**src/rtl/rcu_pll_seq.sv**
```systemverilog
// ============================================================================
// rcu_pll_seq : PLL reprogramming and glitch-free core clock switch sequencer
// Revision 1.0
// ============================================================================
`default_nettype none

`ifndef RCU_CLK_CFG_WIDTH
`define RCU_CLK_CFG_WIDTH 8
`endif

module rcu_pll_seq #(
  parameter int CFG_WIDTH        = `RCU_CLK_CFG_WIDTH,
  parameter int GATE_CYCLES      = 4,
  parameter int LOCK_WAIT_CYCLES = 1024,
  parameter int TIMEOUT_CYCLES   = 65536
) (
  input  logic                 clk_i,
  input  logic                 rst_i,
  input  logic                 cfg_valid_i,
  output logic                 cfg_ready_o,
  input  logic [CFG_WIDTH-1:0] cfg_i,
  input  logic                 pll_en_i,
  input  logic                 pll_lock_i,
  output logic                 pll_en_o,
  output logic [CFG_WIDTH-1:0] pll_cfg_o,
  output logic                 clk_sel_o,
  output logic                 core_gate_o,
  output logic                 busy_o,
  output logic                 pllstrb_o,
  output logic                 err_tmo_o,
  output logic                 err_lol_o,
  input  logic                 err_clr_i
);

  localparam int CNT_W  = $clog2(TIMEOUT_CYCLES + 1);
  localparam int GATE_W = $clog2(GATE_CYCLES + 1);
  localparam logic [CNT_W-1:0]  LOCK_N    = CNT_W'(LOCK_WAIT_CYCLES);
  localparam logic [CNT_W-1:0]  TMO_N     = CNT_W'(TIMEOUT_CYCLES);
  localparam logic [GATE_W-1:0] GATE_LAST = GATE_W'(GATE_CYCLES - 1);

  typedef enum logic [2:0] {
    S_IDLE = 3'd0,
    S_PRE  = 3'd1,
    S_SWAP = 3'd2,
    S_POST = 3'd3,
    S_PDN  = 3'd4,
    S_WAIT = 3'd5
  } state_t;

  state_t                state_q, state_d;
  logic                  tgt_sel_q, tgt_sel_d;
  logic                  lol_seq_q, lol_seq_d;
  logic                  lol_pend_q, lol_pend_d;
  logic [CFG_WIDTH-1:0]  cfg_lat_q, cfg_lat_d;
  logic                  en_lat_q, en_lat_d;
  logic [GATE_W-1:0]     gate_cnt_q, gate_cnt_d;
  logic [CNT_W-1:0]      stable_q, stable_d, stable_nxt;
  logic [CNT_W-1:0]      total_q, total_d, total_nxt;
  logic                  pll_en_q, pll_en_d;
  logic [CFG_WIDTH-1:0]  pll_cfg_q, pll_cfg_d;
  logic                  clk_sel_q, clk_sel_d;
  logic                  gate_q, gate_d;
  logic                  err_tmo_q, err_tmo_d, err_tmo_set;
  logic                  err_lol_q, err_lol_d, err_lol_set;
  logic                  lol_now;

  // A lock drop seen during a swap onto the PLL is remembered until IDLE handles it.
  assign lol_now     = clk_sel_q & (~pll_lock_i | lol_pend_q);
  assign cfg_ready_o = (state_q == S_IDLE) & ~lol_now;
  assign busy_o      = ~cfg_ready_o;
  assign pllstrb_o   = clk_sel_q & pll_lock_i;
  assign pll_en_o    = pll_en_q;
  assign pll_cfg_o   = pll_cfg_q;
  assign clk_sel_o   = clk_sel_q;
  assign core_gate_o = gate_q;
  assign err_tmo_o   = err_tmo_q;
  assign err_lol_o   = err_lol_q;

  always_ff @(posedge clk_i) begin
    if (rst_i) begin
      state_q    <= S_IDLE;
      tgt_sel_q  <= 1'b0;
      lol_seq_q  <= 1'b0;
      lol_pend_q <= 1'b0;
      cfg_lat_q  <= '0;
      en_lat_q   <= 1'b0;
      gate_cnt_q <= '0;
      stable_q   <= '0;
      total_q    <= '0;
      pll_en_q   <= 1'b0;
      pll_cfg_q  <= '0;
      clk_sel_q  <= 1'b0;
      gate_q     <= 1'b1;
      err_tmo_q  <= 1'b0;
      err_lol_q  <= 1'b0;
    end else begin
      state_q    <= state_d;
      tgt_sel_q  <= tgt_sel_d;
      lol_seq_q  <= lol_seq_d;
      lol_pend_q <= lol_pend_d;
      cfg_lat_q  <= cfg_lat_d;
      en_lat_q   <= en_lat_d;
      gate_cnt_q <= gate_cnt_d;
      stable_q   <= stable_d;
      total_q    <= total_d;
      pll_en_q   <= pll_en_d;
      pll_cfg_q  <= pll_cfg_d;
      clk_sel_q  <= clk_sel_d;
      gate_q     <= gate_d;
      err_tmo_q  <= err_tmo_d;
      err_lol_q  <= err_lol_d;
    end
  end

  always_comb begin
    state_d     = state_q;
    tgt_sel_d   = tgt_sel_q;
    lol_seq_d   = lol_seq_q;
    lol_pend_d  = lol_pend_q;
    cfg_lat_d   = cfg_lat_q;
    en_lat_d    = en_lat_q;
    gate_cnt_d  = gate_cnt_q;
    stable_d    = stable_q;
    total_d     = total_q;
    pll_en_d    = pll_en_q;
    pll_cfg_d   = pll_cfg_q;
    clk_sel_d   = clk_sel_q;
    err_tmo_set = 1'b0;
    err_lol_set = 1'b0;

    stable_nxt = pll_lock_i ? ((stable_q == '1) ? stable_q : stable_q + CNT_W'(1)) : '0;
    total_nxt  = (total_q == '1) ? total_q : total_q + CNT_W'(1);

    case (state_q)
      S_IDLE: begin
        if (lol_now) begin
          err_lol_set = 1'b1;
          lol_pend_d  = 1'b0;
          lol_seq_d   = 1'b1;
          tgt_sel_d   = 1'b0;
          gate_cnt_d  = '0;
          state_d     = S_PRE;
        end else if (cfg_valid_i) begin
          cfg_lat_d  = cfg_i;
          en_lat_d   = pll_en_i;
          lol_seq_d  = 1'b0;
          gate_cnt_d = '0;
          if (clk_sel_q) begin
            tgt_sel_d = 1'b0;
            state_d   = S_PRE;
          end else begin
            pll_en_d  = 1'b0;
            pll_cfg_d = cfg_i;
            state_d   = S_PDN;
          end
        end
      end
      S_PRE: begin
        if (gate_cnt_q == GATE_LAST) begin
          gate_cnt_d = '0;
          state_d    = S_SWAP;
        end else begin
          gate_cnt_d = gate_cnt_q + GATE_W'(1);
        end
      end
      S_SWAP: begin
        clk_sel_d = tgt_sel_q;
        state_d   = S_POST;
      end
      S_POST: begin
        if (gate_cnt_q == GATE_LAST) begin
          gate_cnt_d = '0;
          if (tgt_sel_q) begin
            state_d = S_IDLE;
          end else if (lol_seq_q) begin
            pll_en_d  = 1'b0;
            lol_seq_d = 1'b0;
            state_d   = S_IDLE;
          end else begin
            // Config is loaded on the same edge the PLL is disabled.
            pll_en_d  = 1'b0;
            pll_cfg_d = cfg_lat_q;
            state_d   = S_PDN;
          end
        end else begin
          gate_cnt_d = gate_cnt_q + GATE_W'(1);
        end
      end
      S_PDN: begin
        if (en_lat_q) begin
          pll_en_d = 1'b1;
          stable_d = '0;
          total_d  = '0;
          state_d  = S_WAIT;
        end else begin
          state_d = S_IDLE;
        end
      end
      S_WAIT: begin
        stable_d = stable_nxt;
        total_d  = total_nxt;
        if (stable_nxt == LOCK_N) begin
          tgt_sel_d  = 1'b1;
          lol_pend_d = 1'b0;
          gate_cnt_d = '0;
          state_d    = S_PRE;
        end else if (total_nxt == TMO_N) begin
          pll_en_d    = 1'b0;
          err_tmo_set = 1'b1;
          state_d     = S_IDLE;
        end
      end
      default: state_d = S_IDLE;
    endcase

    if ((state_q inside {S_PRE, S_SWAP, S_POST}) && tgt_sel_q && !pll_lock_i)
      lol_pend_d = 1'b1;

    gate_d    = !(state_d inside {S_PRE, S_SWAP, S_POST});
    err_tmo_d = err_tmo_set | (err_tmo_q & ~err_clr_i);
    err_lol_d = err_lol_set | (err_lol_q & ~err_clr_i);
  end

endmodule

`default_nettype wire

```
**config.mk**
```make
export PLATFORM = sky130hd
export DESIGN_NAME = rcu_pll_seq
export DESIGN_NICKNAME = d
export VERILOG_FILES = /design/src/rtl/rcu_pll_seq.sv
export SDC_FILE = /design/constraint.sdc
export NUM_CORES = 1
export LEC_CHECK = 0
export ABC_AREA = 0
export CAP_MARGIN = 0
export CORE_AREA = 2 2 131 133
export DETAILED_ROUTE_END_ITERATION = 10
export DIE_AREA = 0 0 133 135
export DONT_BUFFER_PORTS = 1
export PLACE_DENSITY = 0.38
export SYNTH_ARGS = -nofsm -noshare
export SYNTH_HDL_FRONTEND = slang
export SYNTH_SLANG_ARGS = --single-unit
```
**constraint.sdc**
```tcl
create_clock -name clk_i -period 3.5 [get_ports clk_i]
set_input_delay 0.7 -clock clk_i [delete_from_list [all_inputs] [get_ports clk_i]]
set_output_delay 0.7 -clock clk_i [all_outputs]
set_load 0.005 [all_outputs]
```
==> impl_metrics.env <==
export IMPL_status="finished, final reports clean"
export IMPL_grt_usage_pct=14.01
export IMPL_totalWireLength_um=12080
export IMPL_antenna_cells=0
export IMPL_synth_edf_count=0
export IMPL_cp_num_buf_inv=0
export IMPL_wl_met2_um=5491
export IMPL_drc=0
export IMPL_synth_ff_type="dfxtp_1"
export IMPL_async_reset_ff_share_pct=0
export IMPL_highest_layer="met4"
export IMPL_holdWs_ns=0.4294
export IMPL_rsz0062_at_grt="no"
export IMPL_slew_violations=0
export IMPL_worst_ep_required_time_ns=3.73
export IMPL_vias=3837
export IMPL_drt_pass1_iter_count=4
export IMPL_ys_types=79
export IMPL_post_drt_wl_per_cell_um=16.72
export IMPL_ant_nets=0
export IMPL_coreArea_mm2=0.01641
export IMPL_ctsHoldBuffers=0
export IMPL_cts_tree="done"
export IMPL_initial_core_util_pct=24.61
export IMPL_post_cts_setup_buffers=0
export IMPL_ios=30
export IMPL_numCtsBuffers=9
export IMPL_drive_gt1_share_pct=9.562
export IMPL_ys_ff_latch=65
export IMPL_met1Wirelength_um=5830
export IMPL_fin_nets=516
export IMPL_yosysSeqAreaShare_pct=32.23
export IMPL_leakagePower_uw=0.001439
export IMPL_max_vdd_ir_drop_uv=214.1
export IMPL_overflow=0
export IMPL_cts_root_buffer_cell="clkbuf_16"
export IMPL_worst_path_largest_cell_delay_ns=0.49
export IMPL_grt_pass1_vias=3777
export IMPL_gp_congestion=0.8681
export IMPL_max_freq_ghz=0.3451
export IMPL_insertion_delay_ns=0.34
export IMPL_path_class="reg -> reg"
export IMPL_finClkSkew_ns=0.006900
export IMPL_grt_max_degree=62
export IMPL_drt_iter0_drc=303
export IMPL_slowest_stage="dfxtp_1"
export IMPL_path_max_fanout=9
export IMPL_wl_met3_um=454
export IMPL_synth_nets=539
export IMPL_htreeDepth=3
export IMPL_syn_to_final_growth_pct=8.274
export IMPL_cts_resized=0
export IMPL_tightestPinTransition_ns=0.7712
export IMPL_cts_sinks=65
export IMPL_dp_hpwl_um=8539
export IMPL_period_share_pct=82.79
export IMPL_fin_setup_tns_ns=0
export IMPL_syn_cell_area_mm2=0.004038
export IMPL_hp_class="in -> reg"
export IMPL_avgSynthCellArea_um2=7.735
export IMPL_clkSlewWorstSetupHoldPaths_ns=0.05
export IMPL_crit_family="simple AND/OR/NAND/NOR gates"
export IMPL_placement_io_buffers=0
export IMPL_die_area_mm2=0.01796
export IMPL_antenna_found_initial=0
export IMPL_die_width_um=133
export IMPL_crit_path_end_kind="flop"
export IMPL_setup_violations=0
export IMPL_clock_path_buffers=2
export IMPL_crit_chain="ha_1, and3_1, nand3_1, or3_2, a2111oi_2, o2111a_2, o21ai_2, a41o_1"
export IMPL_maxSlewHeadroom_pct=48.24
export IMPL_yosys_warnings=0
export IMPL_setup_worst_path_start_class="flop"
export IMPL_die_y_um=135
export IMPL_max_cap_violations=0
export IMPL_synth_cells=522
export IMPL_finalHoldViolations=0
export IMPL_viasPerCell=5.314
export IMPL_p_per_area_mw_per_mm2=387.3
export IMPL_worst_ep_arrival_time_ns=3.13
export IMPL_grt_pass1_wl_um=19820
export IMPL_rows=47
export IMPL_min_period_ns=2.898
placed cells by master, fill, tap and decap left out, types with 3 or more instances in the layout:
cell type / n
nor4_1: 9
a31oi_1: 10
o211ai_1: 7
and4_1: 3
or2_2: 3
xnor2_1: 5
nand3_1: 36
nand2b_1: 6
buf_4: 8
nor3_1: 18
o21ai_0: 29
xor2_1: 5
inv_1: 8
a21oi_1: 44
ha_1: 3
a22oi_1: 8
or3_1: 4
nand2_1: 55
mux2i_1: 4
and3_1: 7
dfxtp_1: 65
a311oi_1: 16
nor2_1: 53
o31ai_1: 5
nand4_1: 13
nor2b_1: 3
clkbuf_16: 9
power breakdown:
part	total [uW]	internal, uW	switching (uW)
clock	845	507	338
sequential	775	759	16.3
combinational	73.2	27.8	45.3
per-layer routing:
metal	up-vias	track usage (%)
li1	1893	-
met5	-	0
met3	23	2.890
met4	0	6.511
met2	82	22.02
met1	1839	18.44
sequential cells by signal, indices dropped and copies added (netlist names), 3 cells and up:
name,count
cfg_lat_q,8
gate_cnt_q,3
pll_cfg_o,8
stable_q,17
state_q,3
total_q,17
through the flow:
step	total power, uW	instances	util (%)	setup slack [ns]	instance area (um^2)
after detailed placement	864.7	708	25.00	0.6341	4101
after CTS	1719	722	26.65	0.6229	4372
final	1693	722	26.65	0.6022	4372
after global placement	865.7	708	25.00	0.7235	4101
after global routing	1769	722	26.65	0.4429	4372
after floorplan	856.2	522	-	0.9789	4038
worst reg2reg max path, stage by stage, from the launching register on:
cell and delay [ns]:
dfxtp_1 0.49, ha_1 0.30, and3_1 0.34, nand3_1 0.20, or3_2 0.49, a2111oi_2 0.37, o2111a_2 0.28, o21ai_2 0.08
a41o_1 0.24
area by class of cell:
type	instances	area, um^2
Timing Repair Buffer	8	60.06
Clock buffer	11	252.7
Tap cell	220	275.3
Fill cell	1785	12040
Multi-Input combinational cell	407	2435
Sequential cell	65	1301
Clock inverter	3	17.52
Inverter	8	30.03
cells in the mapped netlist, drive strengths merged (3+ instances only):
cell / n / share of area (%)
dfxtp: 65 / 32
o21ai: 31 / 3.9
nor2b: 3 / 0.46
or2: 4 / 0.62
mux2i: 4 / 0.99
o31a: 3 / 0.68
ha: 3 / 0.93
xor2: 5 / 1.1
nor2: 53 / 4.9
nand2: 55 / 5.1
or3: 7 / 1.3
nand3: 37 / 4.9
xnor2: 6 / 1.5
and4: 4 / 0.90
inv: 8 / 0.74
nor4: 10 / 1.7
and2: 4 / 0.65
nand4: 15 / 2.6
nand2b: 6 / 0.93
a21oi: 44 / 5.5
nor3: 19 / 2.6
nor3b: 3 / 0.68
a22oi: 8 / 1.5
a31oi: 10 / 1.5
clkbuf: 27 / 4.1
buf: 15 / 2.6
o31ai: 5 / 0.93
and3: 9 / 1.5
a311oi: 16 / 3.5
o211ai: 7 / 1.3
final timing paths:
| check | slack [ns] | end | depth (start not counted) | startpoint |
|---|---|---|---|---|
| worst max-delay path | 0.60 | pll_en_o$_SDFFE_PP0P_ | 8 | total_q[1]$_SDFFE_PP0P_ |
| worst min-delay path | 0.43 | lol_seq_q$_SDFFE_PP0P_ | 1 | rst_i |
| worst max register to register | 0.60 | pll_en_o$_SDFFE_PP0P_ | 8 | total_q[1]$_SDFFE_PP0P_ |
| worst min register to register | 0.45 | cfg_lat_q[4]$_SDFFE_PP0P_ | 2 | cfg_lat_q[4]$_SDFFE_PP0P_ |
cell families after synthesis:
kind of cell / share of synthesized area (%)
buffers and inverters: 7.468
DFF: 32.23
xor gates and xnor gates: 2.572
and+or+nand+nor: 31.86
AOI/OAI and AO/OA: 23.68
adders and majority gates: 0.9298
muxes: 1.271
Note: power is estimated with default switching activity, not from simulation.
